**src/rtl/multi_clk_div_pkg.sv**
```systemverilog
`default_nettype none
// ---------------------------------------------------------------------------
// Module  : multi_clk_div_pkg
// Brief   : Shared defaults, half-period type and helpers for multi_clk_div.
// Revision: 1.0 - initial release
// ---------------------------------------------------------------------------
package multi_clk_div_pkg;

  localparam int unsigned CNT_W_DEF        = 16;
  localparam int unsigned DEFAULT_HALF_DEF = 25000;

  // Half-period in clk cycles at the default counter width
  typedef logic [CNT_W_DEF-1:0] half_t;

  // Width of the channel-select field; a single channel still needs one bit
  function automatic int unsigned ch_sel_w(input int unsigned n);
    return (n > 1) ? $clog2(n) : 1;
  endfunction

endpackage : multi_clk_div_pkg
`default_nettype wire

```
**src/rtl/multi_clk_div_channel.sv**
```systemverilog
`default_nettype none
// ---------------------------------------------------------------------------
// Module  : clk_div_channel
// Brief   : One divider channel: shadow/active half-period, up-counter,
//           registered square wave and rising-edge tick.
// Revision: 1.0 - initial release
// ---------------------------------------------------------------------------
module clk_div_channel #(
  parameter int unsigned CNT_W        = 16,
  parameter int unsigned DEFAULT_HALF = 25000
) (
  input  logic             clk,
  input  logic             rst_n,
  input  logic             i_en,
  input  logic             i_restart,
  input  logic             i_cfg_we,
  input  logic [CNT_W-1:0] i_cfg_half,
  output logic             o_out_clk,
  output logic             o_tick
);

  localparam logic [CNT_W-1:0] C_RST_HALF = CNT_W'(DEFAULT_HALF);
  localparam logic [CNT_W-1:0] C_ONE      = CNT_W'(1);

  logic [CNT_W-1:0] r_shadow;
  logic [CNT_W-1:0] r_active;
  logic [CNT_W-1:0] r_cnt;
  logic             r_out;
  logic             r_tick;

  // A write landing in the same cycle as a reload must be seen by the reload,
  // so every load of r_active takes the post-write shadow value.
  logic [CNT_W-1:0] w_shadow_nxt;
  logic             w_hit;

  assign w_shadow_nxt = i_cfg_we ? i_cfg_half : r_shadow;
  // Greater-or-equal so that active values of 0 and 1 both end every cycle
  // and a shrunken active value can never leave the counter running away.
  assign w_hit        = (r_cnt >= r_active);

  // Shadow register: captures every write addressed to this channel
  always_ff @(posedge clk or negedge rst_n) begin
    if (!rst_n) begin
      r_shadow <= C_RST_HALF;
    end else begin
      r_shadow <= w_shadow_nxt;
    end
  end

  // Divider core: restart beats disable, disable beats counting
  always_ff @(posedge clk or negedge rst_n) begin
    if (!rst_n) begin
      r_cnt    <= C_ONE;
      r_active <= C_RST_HALF;
      r_out    <= 1'b0;
      r_tick   <= 1'b0;
    end else if (i_restart || !i_en) begin
      r_cnt    <= C_ONE;
      r_active <= w_shadow_nxt;
      r_out    <= 1'b0;
      r_tick   <= 1'b0;
    end else if (w_hit) begin
      r_cnt    <= C_ONE;
      r_active <= w_shadow_nxt;
      r_out    <= ~r_out;
      r_tick   <= ~r_out;
    end else begin
      r_cnt    <= r_cnt + C_ONE;
      r_tick   <= 1'b0;
    end
  end

  assign o_out_clk = r_out;
  assign o_tick    = r_tick;

endmodule : clk_div_channel
`default_nettype wire

```
**src/rtl/multi_clk_div.sv**
```systemverilog
`default_nettype none
// ---------------------------------------------------------------------------
// Module  : multi_clk_div
// Brief   : NUM_CH independent programmable clock dividers sharing one
//           configuration bus and a common restart.
// Revision: 1.0 - initial release
// ---------------------------------------------------------------------------
module multi_clk_div
  import multi_clk_div_pkg::*;
#(
  parameter int unsigned NUM_CH       = 2,
  parameter int unsigned CNT_W        = CNT_W_DEF,
  parameter int unsigned DEFAULT_HALF = DEFAULT_HALF_DEF,
  localparam int unsigned CH_W        = ch_sel_w(NUM_CH)
) (
  input  logic              clk,
  input  logic              rst_n,
  input  logic [NUM_CH-1:0] i_en,
  input  logic              i_cfg_we,
  input  logic [CH_W-1:0]   i_cfg_ch,
  input  logic [CNT_W-1:0]  i_cfg_half,
  input  logic              i_restart,
  output logic [NUM_CH-1:0] o_out_clk,
  output logic [NUM_CH-1:0] o_tick
);

  // Per-channel write strobe; a select value with no matching channel
  // produces no strobe at all, so out-of-range writes are dropped.
  logic [NUM_CH-1:0] w_ch_we;

  for (genvar g = 0; g < NUM_CH; g++) begin : g_ch
    assign w_ch_we[g] = i_cfg_we && (i_cfg_ch == CH_W'(g));

    clk_div_channel #(
      .CNT_W        (CNT_W),
      .DEFAULT_HALF (DEFAULT_HALF)
    ) u_ch (
      .clk        (clk),
      .rst_n      (rst_n),
      .i_en       (i_en[g]),
      .i_restart  (i_restart),
      .i_cfg_we   (w_ch_we[g]),
      .i_cfg_half (i_cfg_half),
      .o_out_clk  (o_out_clk[g]),
      .o_tick     (o_tick[g])
    );
  end

endmodule : multi_clk_div
`default_nettype wire

```
**config.mk**
```make
export PLATFORM = sky130hd
export DESIGN_NAME = multi_clk_div
export DESIGN_NICKNAME = d
export VERILOG_FILES = /design/src/rtl/multi_clk_div_pkg.sv /design/src/rtl/multi_clk_div_channel.sv /design/src/rtl/multi_clk_div.sv
export SDC_FILE = /design/constraint.sdc
export NUM_CORES = 1
export LEC_CHECK = 0
export ABC_AREA = 1
export BUFFER_PORTS_ARGS = -buffer_cell sky130_fd_sc_hd__buf_2
export CAP_MARGIN = 25
export CORE_MARGIN = 8
export CORE_UTILIZATION = 65
export DETAILED_ROUTE_END_ITERATION = 8
export PLACE_DENSITY = 0.93
export SLEW_MARGIN = 10
export SYNTH_ARGS = -nofsm -noshare
export SYNTH_HDL_FRONTEND = slang
export SYNTH_HIERARCHICAL = 1
export SYNTH_SLANG_ARGS = --single-unit
```
**constraint.sdc**
```tcl
create_clock -name clk -period 3.7 [get_ports clk]
set_clock_uncertainty 0.2 [all_clocks]
set_input_delay 0.37 -clock clk [delete_from_list [all_inputs] [get_ports clk]]
set_output_delay 0.37 -clock clk [all_outputs]
set_load 0.01 [all_outputs]
```
# == Yosys cells after proc, flatten, opt, wreduce, memory -nomap -nowiden ==
# Cells that the tools add are included.
# classes
add_sub_neg,2
n_lt_le_gt_ge,2
n_mux,18
bitwise,3
reduce_logical,8
# op_table
op,n
$mux W16,10
$add A16 B1 Y16 const B,2
$ge A16 B16 Y1,2
$mux W1,8
$reduce_bool A2 Y1,2
$not A1 Y1,3
$logic_and A1 B1 Y1,2
$logic_not A1 Y1,2
$logic_or A1 B1 Y1,2
# totals
register_bits,100
inputBits,23
output_inout_bits,4
wordCells,43

# == Depth between registers and ports, before layout ==
# Gate-level depths: netlist (run 1).
# logic_depth
word_depth,5
depth_mapped,14
depth_no_buf,13

# == Hierarchy ==
# The synthesis (run 1) kept the hierarchy.
# by_module_without_submodules
module,instances,cells_each,area_per_inst_um2,seq_area_each_um2
clk_div_channel,2,281,2642.5,1267.5
multi_clk_div,1,4,17.5,0.0

# == Worst setup path after synthesis (run 1) ==
# Ideal clock, no wire load.
# synth_timing
kind,register to register
from,register g_ch[0].u_ch.r_active[7]
to,register g_ch[0].u_ch.r_active[0]
setup_time_ns,0.117
arrival_time_ns,1.593
t_required_ns,3.383
slack_ns,1.789
path_stages_with_launch,14
path_buffers,1
cell_sequence,dfstp_2 -> inv_1 -> ha_1 -> nand2_1 -> inv_2 -> nand2_1 -> nand2_1 -> nor2_1 -> nand2_1 -> nand2_2 -> nand3_2 -> buf_2 -> nand2_1 -> nand2_1
# synth_between
elab_chain_len,2
# synth_lines
item,line_no,rtl
start: declaration,multi_clk_div_channel.sv:26,logic [CNT_W-1:0] r_active;
start signal: assignment,multi_clk_div_channel.sv:59,r_active <= w_shadow_nxt;
start signal: assignment,multi_clk_div_channel.sv:64,r_active <= w_shadow_nxt;
$ge A16 B16 Y1,multi_clk_div_channel.sv:39,assign w_hit = (r_cnt >= r_active);
$reduce_bool A2 Y1 (no source line),--,
# Every way passes these cells.
# A chain may end at the register's enable or synchronous reset.

# == Worst setup path after layout (run 1) ==
# layout_timing
from,register g_ch[1].u_ch.r_active[5]
to,register g_ch[1].u_ch.r_active[11]
# layout_between
elab_chain_len,2
# layout_lines
item,line_no
start: declaration,multi_clk_div_channel.sv:26
start signal: assignment,multi_clk_div_channel.sv:59
start signal: assignment,multi_clk_div_channel.sv:64
$ge A16 B16 Y1,multi_clk_div_channel.sv:39
$reduce_bool A2 Y1 (no source line),--
# Every way passes these cells.

==> results by group, run 1 <==
Final layout
  • Area delta synth->final: 7.60%
  • Commonest non-fill, non-tap cell in the layout: nand2_1
  • Nets@finish: 645
  • Final Cell Area: 5710 µm²
  • Inserted Diodes: 0
  • Layout cells sized above 1: 23.8%
  • Final core utilization: 70.9%
  • Commonest non-fill, non-tap cells in the layout: 139 x nand2_1, 74 x dfrtp_1, 64 x inv_1

Detailed routing
  • Vias per inst: 5.65
  • Detailed Route WL: 11,200 µm
  • Final ANT Viol Nets: 0
  • Iteration-0 DRC count of the detailed router: 197
  • DR vias: 3,944
  • Mean routed wirelength per cell: 16.0 µm
  • DRC Markers: 0
  • Pre-antenna DRT Iters: 4

Worst setup path
  • Worst Path Arrival: 2.92 ns
  • Critical R2R Launch: g_ch[1].u_ch/r_active[5]
  • CP max FO: 31
  • Worst r2r dst: g_ch[1].u_ch/r_active[11]
  • Worst endpoint required time: 3.75 ns
  • Crit Path Category: flip-flop to flip-flop
  • Crit end category: flip-flop
  • CP Launch Type: flip-flop
  • FF-to-FF path depth: 12
  • R2r setup slk: 0.83 ns

Placed design
  • RePlAce Congestion: 0.852
  • Final HPWL DP: 7920 µm
  • Count of input and output buffers: 26
  • Dpl cell area: 5450 µm²

Yosys
  • Top-area cell type share of the netlist area: 34.9%
  • Async SR Flop Fraction: 100%
  • Unique masters post-synth: 28
  • Cell accounting for the most synthesized area: dfrtp_1
  • Largest cells by area after synthesis: dfrtp_1 35%, dfstp_2 13%, nand2_1 9.8%
  • Yosys warns: 6
  • Post-synth top flop: dfrtp_1
  • Mapped Area: 5300 µm²
  • FF+latch count, synth: 100
  • Number of enable flip-flop cells after synthesis: 0
  • Syn Nets: 623
  • Mapped Cells: 566
  • Sequential-to-total area share from yosys stat: 47.8%
  • Post-synthesis average cell area: 9.37 µm²

Timing
  • Max-slew violations: 0
  • TNS Setup: 0 ns
  • Period minus WS final: 2.87 ns
  • Unrepaired setup endpoints after global routing: false
  • Fmax: 0.348 GHz
  • Worst-Margin Slew: 0.913 ns
  • Setup violations, final: 0
  • Period utilization: 77.6%
  • Rel. slew slack: 39.2%
  • Final hold vios: 0

Clock network
  • Post-CTS Resized: 0
  • CTS Buf Count: 9
  • Post-CTS Setup Inserts: 0
  • TritonCTS clock tree: built
  • Clk root buf: clkbuf_8
  • Clock insertion delay at the later pin of the skew report: 0.36 ns
  • Clk slew on worst S/H paths: 0.09 ns
  • CTS H-tree lvls: 3
  • # clock sinks: 100
  • CTS max path bufs: 2

Global routing
  • First-pass GRT wire length: 18,800 µm
  • Vias in the first global route: 3,953
  • Global Route Usage Sum: 20.4%
  • Initial antenna violation count: 0
  • Largest net degree at the start of global routing: 76
  • Gr ovfl total: 0

Job
  • Max cap viols: 0

Floorplanning
  • Initial core utilization: 65.9%
  • Placeable Area: 8050 µm²
  • Die W: 106 µm
  • Chip height: 106 µm
  • Boundary Pins: 27
  • Die area: 11,300 µm²
  • Row count: 33

Pwr
  • Overall power: 0.00247 W
  • Worst VDD drop: 271 µV
  • Leakage power: 2.84 nW
  • Pwr/cell area: 432 nW/µm²

Worst hold path
  • Hold worst-path end: g_ch[0].u_ch/r_shadow[11]
  • HP Class: input pin to flip-flop
  • Hold-critical path depth: 2
  • HP Start: i_cfg_half[11]

Outcome
  • Status: finished, final reports clean
[metal layers]
metal  track usage [%]  part of all wire, %  vias up
met3              4.11                  3.0       18
met2              37.9                   55       71
met1              22.8                   40     1966
li1                  -                    -     1889
met5                 0                    0        -
met4              6.83                  1.8        0
[flip-flops by register name, summed over array words and instances (netlist names)]
signal,flops
g_ch.u_ch/r_active,32
g_ch.u_ch/o_out_clk,2
g_ch.u_ch/r_cnt,32
g_ch.u_ch/o_tick,2
g_ch.u_ch/r_shadow,32
[cell usage after synthesis (all sizes together), types with 4 or more instances]
library cell and number:
nand4 50, nor2 59, a21oi 12, dfstp 26, nand2 143, o21ai 4, nor3 4, xnor2 6
xor2 14, nand3 12, ha 34, dfrtp 74, inv 68, mux2 32, buf 18
[worst max-delay path, stage by stage, from the launching register on]
cell and delay, ns:
dfstp_2 0.55, inv_1 0.04, ha_1 0.31, nand2_1 0.08, inv_1 0.04, nand2_1 0.09, nor2_1 0.06, nor2_1 0.09
nand2_1 0.07, nand2_2 0.30, nand3_2 0.61, nand2_1 0.25, nand2_1 0.08
[how the worst max path moves through the flow]
stage,startpoint,to,slack [ns],depth (start not counted)
final,g_ch[1].u_ch/r_active[5],g_ch[1].u_ch/r_active[11],0.83,12
after global routing,g_ch[1].u_ch/r_active[5],g_ch[1].u_ch/r_active[6],0.55,12
after CTS,g_ch[1].u_ch/r_active[5],g_ch[1].u_ch/r_active[6],0.84,12
after detailed placement,g_ch[1].u_ch/r_active[5],g_ch[1].u_ch/r_active[11],0.86,12
after global placement,g_ch[1].u_ch/r_active[7],g_ch[1].u_ch/r_active[11],1.02,10
after floorplan,g_ch[0].u_ch/r_active[7],g_ch[0].u_ch/r_active[0],1.79,13
[timing repair]
action | CTS | global route
endpoints found under the hold margin | 49 | 0
setup endpoints to repair | 0 | 0
hold buffers | 1 | 0
[where the power goes]
part	internal [W]	switching [W]	total, W
combinational	0.000137	0.000209	0.000346
sequential	0.00123	0.0000533	0.00129
clock	0.000467	0.000366	0.000833
[layout make-up]
type,instances,area (µm²)
Fill cell,548,2350
Clock buffer,10,138
Inverter,68,255
Multi-Input combinational cell,378,2360
Timing Repair Buffer,31,173
Tap cell,105,131
Clock inverter,6,111
Sequential cell,100,2530
[cells by family (layout without fill, tap and decap cells)]
family	after synthesis	after routing	share of synthesized area, %
XOR/XNOR	20	20	3.30
flip-flops	100	100	47.8
AO/OA/AOI/OAI	20	20	2.17
buffers and inverters	88	115	7.64
multiplexers	32	32	6.80
adder cells (fa/ha/maj)	34	34	8.02
AND/OR/NAND/NOR	272	272	24.3
[per-stage QoR]
stage | std cells | hold slack [ns] | setup slack [ns]
global placement | 681 | 0.274 | 1.02
detailed placement | 681 | 0.274 | 0.862
global route | 698 | 0.0724 | 0.553
CTS | 698 | 0.0615 | 0.845
finish | 698 | 0.0840 | 0.828
floorplan | 566 | -0.126 | 1.79
Power figures use the tool's default switching activity.
==> run 2: changes to the inputs <==
Settings changed: ABC_AREA 1 to 0, CORE_UTILIZATION 65 to 61, PLACE_DENSITY 0.93 to 0.89.
Clock period 3.7 ns to 2.7 ns, I/O delays scaled along.
==> run 2 against run 1 <==
  * Die area increased by 0.85%
  * Largest power group unchanged
  * Highest routed layer unchanged
  * Global-route usage decreased by 2.6 points
  * Clock power increased by 22%
  * Fmax increased by 11%
==> results by group, run 2 <==
Worst setup path
  • CP max stage cell: dfstp_2 (was nand3_2)
  • Worst endpoint required time: 2.75 ns (was 3.75 ns)
  • CP max FO: 16 (was 31)
  • Crit end category: flip-flop (unchanged)
  • CP Launch Type: flip-flop (unchanged)
  • CP Cell Sequence: inv_1 > ha_1 > nand2b_4 > a2111o_1 > a31oi_2 > nand3_2 > buf_12 > mux2_4 (was inv_1 > ha_1 > nand2_1 > inv_1 > nand2_1 > nor2_1 > nor2_1 > nand2_1 > nand2_2 > nand3_2 > nand2_1 > nand2_1)
  • CP top delay family: compound AO/OA/AOI/OAI gates (was simple AND/OR/NAND/NOR gates)
  • Worst Path Arrival: 2.64 ns (was 2.92 ns)
  • Slowest stage delay, CP: 0.56 ns (was 0.61 ns)
  • Crit Path Category: flip-flop to flip-flop (unchanged)
  • Worst path buffer plus inverter count: 2 (unchanged)

Placed design
  • Final HPWL DP: 6950 µm (was 7920 µm)
  • Count of input and output buffers: 26 (unchanged)
  • RePlAce Congestion: 0.827 (was 0.852)

Pwr
  • NetSw: 0.000802 W (was 0.000628 W)
  • Clk network pwr share: 30.6% (was 33.8%)
  • Pwr/cell area: 588 nW/µm² (was 432 nW/µm²)
  • Switching Fraction: 24.0% (was 25.5%)
  • Sequential share of power: 53.2% (was 52.2%)
  • Worst VDD drop: 306 µV (was 271 µV)
  • Overall power: 0.00334 W (was 0.00247 W)
  • Internal Pwr Total: 0.00254 W (was 0.00184 W)
  • Logic gate share of total power: 16.2% (was 14.0%)
  • Leakage power: 2.71 nW (was 2.84 nW)

Final layout
  • Fill count: 559 (was 548)
  • Area delta synth->final: 13.2% (was 7.60%)
  • Regs by FF count: g_ch.u_ch/r_active (32), g_ch.u_ch/r_cnt (32), g_ch.u_ch/r_shadow (32) (unchanged)
  • Inserted Diodes: 0 (unchanged)
  • Nets@finish: 517 (was 645)
  • Commonest non-fill, non-tap cells in the layout: 74 x dfrtp_1, 40 x nor2_1, 36 x inv_1, 36 x mux2_2, 34 x ha_1 (was 139 x nand2_1, 74 x dfrtp_1, 64 x inv_1)
  • Final core utilization: 70.3% (was 70.9%)
  • Layout cells sized above 1: 31.8% (was 23.8%)
  • Commonest non-fill, non-tap cell in the layout: dfrtp_1 (was nand2_1)

Floorplanning
  • Placeable Area: 8090 µm² (was 8050 µm²)
  • Chip height: 107 µm (was 106 µm)
  • Die area: 11,400 µm² (was 11,300 µm²)
  • Row count: 33 (unchanged)
  • Boundary Pins: 27 (unchanged)
  • Initial core utilization: 62.1% (was 65.9%)
  • Die W: 107 µm (was 106 µm)

Timing
  • Unrepaired setup endpoints after global routing: false (unchanged)
  • Setup violations, final: 0 (unchanged)
  • Worst-Margin Slew: 0.575 ns (was 0.913 ns)
  • Final hold vios: 0 (unchanged)
  • Hold Worst Slack: 0.0248 ns (was 0.0840 ns)
  • Fmax: 0.387 GHz (was 0.348 GHz)
  • Period utilization: 95.8% (was 77.6%)
  • Max-slew violations: 0 (unchanged)
  • Rel. slew slack: 61.7% (was 39.2%)
  • Period minus WS final: 2.59 ns (was 2.87 ns)
  • TNS Setup: 0 ns (unchanged)

Yosys
  • Simple-gate area share of the yosys netlist: 10.5% (was 24.3%)
  • Sequential-to-total area share from yosys stat: 50.4% (was 47.8%)
  • Top-count cell post-synth: dfrtp_1 (was nand2_1)
  • Cell accounting for the most synthesized area: dfrtp_1 (unchanged)
  • Synth Area in XOR/XNOR: 4.88% (was 3.30%)
  • Post-synth top flop: dfrtp_1 (unchanged)
  • Synth Area in Compound Gates: 4.53% (was 2.17%)
  • Post-Synth Adder-Cell Area: 8.46% (was 8.02%)
  • Largest family of logic cells by synthesized area: multiplexers (was simple AND/OR/NAND/NOR gates)
  • Mapped Cells: 408 (was 566)
  • Async SR Flop Fraction: 100% (unchanged)
  • Number of enable flip-flop cells after synthesis: 0 (unchanged)
  • FF+latch count, synth: 100 (unchanged)
  • Post-synthesis average cell area: 12.3 µm² (was 9.37 µm²)
  • Mapped Area: 5030 µm² (was 5300 µm²)
  • Syn Nets: 465 (was 623)
  • Top-area cell type share of the netlist area: 36.8% (was 34.9%)
  • Yosys warns: 6 (unchanged)
  • Mux contribution to synthesized area: 16.8% (was 6.80%)
  • Largest cells by area after synthesis: dfrtp_1 37%, dfstp_2 14%, ha_1 8.5% (was dfrtp_1 35%, dfstp_2 13%, nand2_1 9.8%)
  • Unique masters post-synth: 33 (was 28)
  • Commonest cells post-synth: 74 x dfrtp_1, 40 x nor2_1, 36 x inv_1, 36 x mux2_2, 34 x ha_1 (was 139 x nand2_1, 74 x dfrtp_1, 64 x inv_1)

Worst hold path
  • HP Class: input pin to flip-flop (unchanged)

Global routing
  • Initial antenna violation count: 0 (unchanged)
  • Global Route Usage Sum: 17.9% (was 20.4%)
  • First-pass GRT wire length: 16,300 µm (was 18,800 µm)
  • Gr ovfl total: 0 (unchanged)
  • Largest net degree at the start of global routing: 47 (was 76)
  • Vias in the first global route: 3,437 (was 3,953)

Clock network
  • CTS Buf Count: 9 (unchanged)
  • CTS max path bufs: 2 (unchanged)
  • # clock sinks: 100 (unchanged)
  • TritonCTS clock tree: built (unchanged)
  • CTS H-tree lvls: 3 (unchanged)
  • Clock insertion delay at the later pin of the skew report: 0.36 ns (about the same)
  • Clk slew on worst S/H paths: 0.09 ns (about the same)
  • Clk root buf: clkbuf_8 (unchanged)

Detailed routing
  • Mean routed wirelength per cell: 16.8 µm (was 16.0 µm)
  • Final ANT Viol Nets: 0 (unchanged)
  • Detailed Route WL: 9600 µm (was 11,200 µm)
  • Iteration-0 DRC count of the detailed router: 81 (was 197)
  • DR vias: 3,218 (was 3,944)
  • DRC Markers: 0 (unchanged)
  • Pre-antenna DRT Iters: 5 (was 4)
  • Vias per inst: 5.65 (about the same)

Outcome
  • Status: finished, final reports clean (unchanged)

Job
  • Max cap viols: 0 (unchanged)
run 2: cell types whose count changed after synthesis, moves of 6 or more:
| cell | change |
|---|---|
| and4_1 | +6 |
| buf_2 | -6 |
| buf_4 | -6 |
| inv_1 | -28 |
| mux2_4 | +28 |
| nand2_1 | -125 |
| nand4_1 | -38 |
| nor2_2 | -15 |
| o21ai_0 | +10 |
run 2: layer usage:
layer  routed length (µm)  global-route usage, %
met2                 4760                   29.8
met4                  189                   8.44
met1                 4260                   21.7
met5                    0                      0
met3                  398                   3.54
run 2: final timing paths:
path	start	to	slack (ns)	cells past startpoint
hold / removal	i_cfg_half[7]	g_ch[1].u_ch/r_shadow[7]	0.02	2
hold reg to reg	g_ch[0].u_ch/r_cnt[0]	g_ch[0].u_ch/r_cnt[0]	0.29	1
min in group asynchronous	rst_n	g_ch[0].u_ch/r_cnt[9]	0.23	2
max in group asynchronous	rst_n	g_ch[0].u_ch/r_shadow[14]	1.28	3
setup / recovery	g_ch[1].u_ch/r_cnt[0]	g_ch[1].u_ch/r_active[10]	0.11	8
setup reg to reg	g_ch[1].u_ch/r_cnt[0]	g_ch[1].u_ch/r_active[10]	0.11	8
run 2: power by group through the flow:
| stage | Combinational [W] | Clock, W | Sequential, W |
|---|---|---|---|
| 5_1_grt | 0.000600 | 0.00110 | 0.00180 |
| 3_5_place_dp | 0.000519 | 0 | 0.00180 |
| 2_1_floorplan | 0.000386 | 0 | 0.00178 |
| 4_1_cts | 0.000544 | 0.00105 | 0.00178 |
| 6_report | 0.000542 | 0.00102 | 0.00178 |
| 3_3_place_gp | 0.000479 | 0 | 0.00180 |
run 2: cell type report:
class                           count  area [µm²]  share of cell area (%)
Clock buffer                       11         141                    2.48
Clock inverter                      5        75.1                    1.32
Inverter                           36         135                    2.37
Multi-Input combinational cell    262        2280                    40.1
Sequential cell                   100        2530                    44.5
Tap cell                          105         131                    2.31
Timing Repair Buffer               51         390                    6.86
run 2: kinds of logic (layout without fill, tap and decap cells):
family | Yosys count | count (layout)
AO/OA/AOI/OAI | 34 | 34
XOR/XNOR | 28 | 28
multiplexers | 66 | 66
flip-flops | 100 | 100
adder cells (fa/ha/maj) | 34 | 34
AND/OR/NAND/NOR | 100 | 100
buffers and inverters | 46 | 103
run 2: repair_timing:
| action | in CTS | in global routing |
|---|---|---|
| buffers inserted | 0 | 0 |
| gates resized for setup | 0 | 1 |
| hold buffers | 18 | 0 |
| hold endpoints to repair | 62 | 0 |
| setup endpoints to repair | 0 | 9 |
run 2: metrics by stage:
stage | worst slack, ns | cell area (µm²) | std cells
finish | 0.114 | 5690 | 570
global route | 0.0234 | 5690 | 570
CTS | 0.0587 | 5680 | 570
detailed placement | 0.0691 | 5290 | 536
global placement | 0.170 | 5290 | 536
floorplan | 0.193 | 5030 | 408
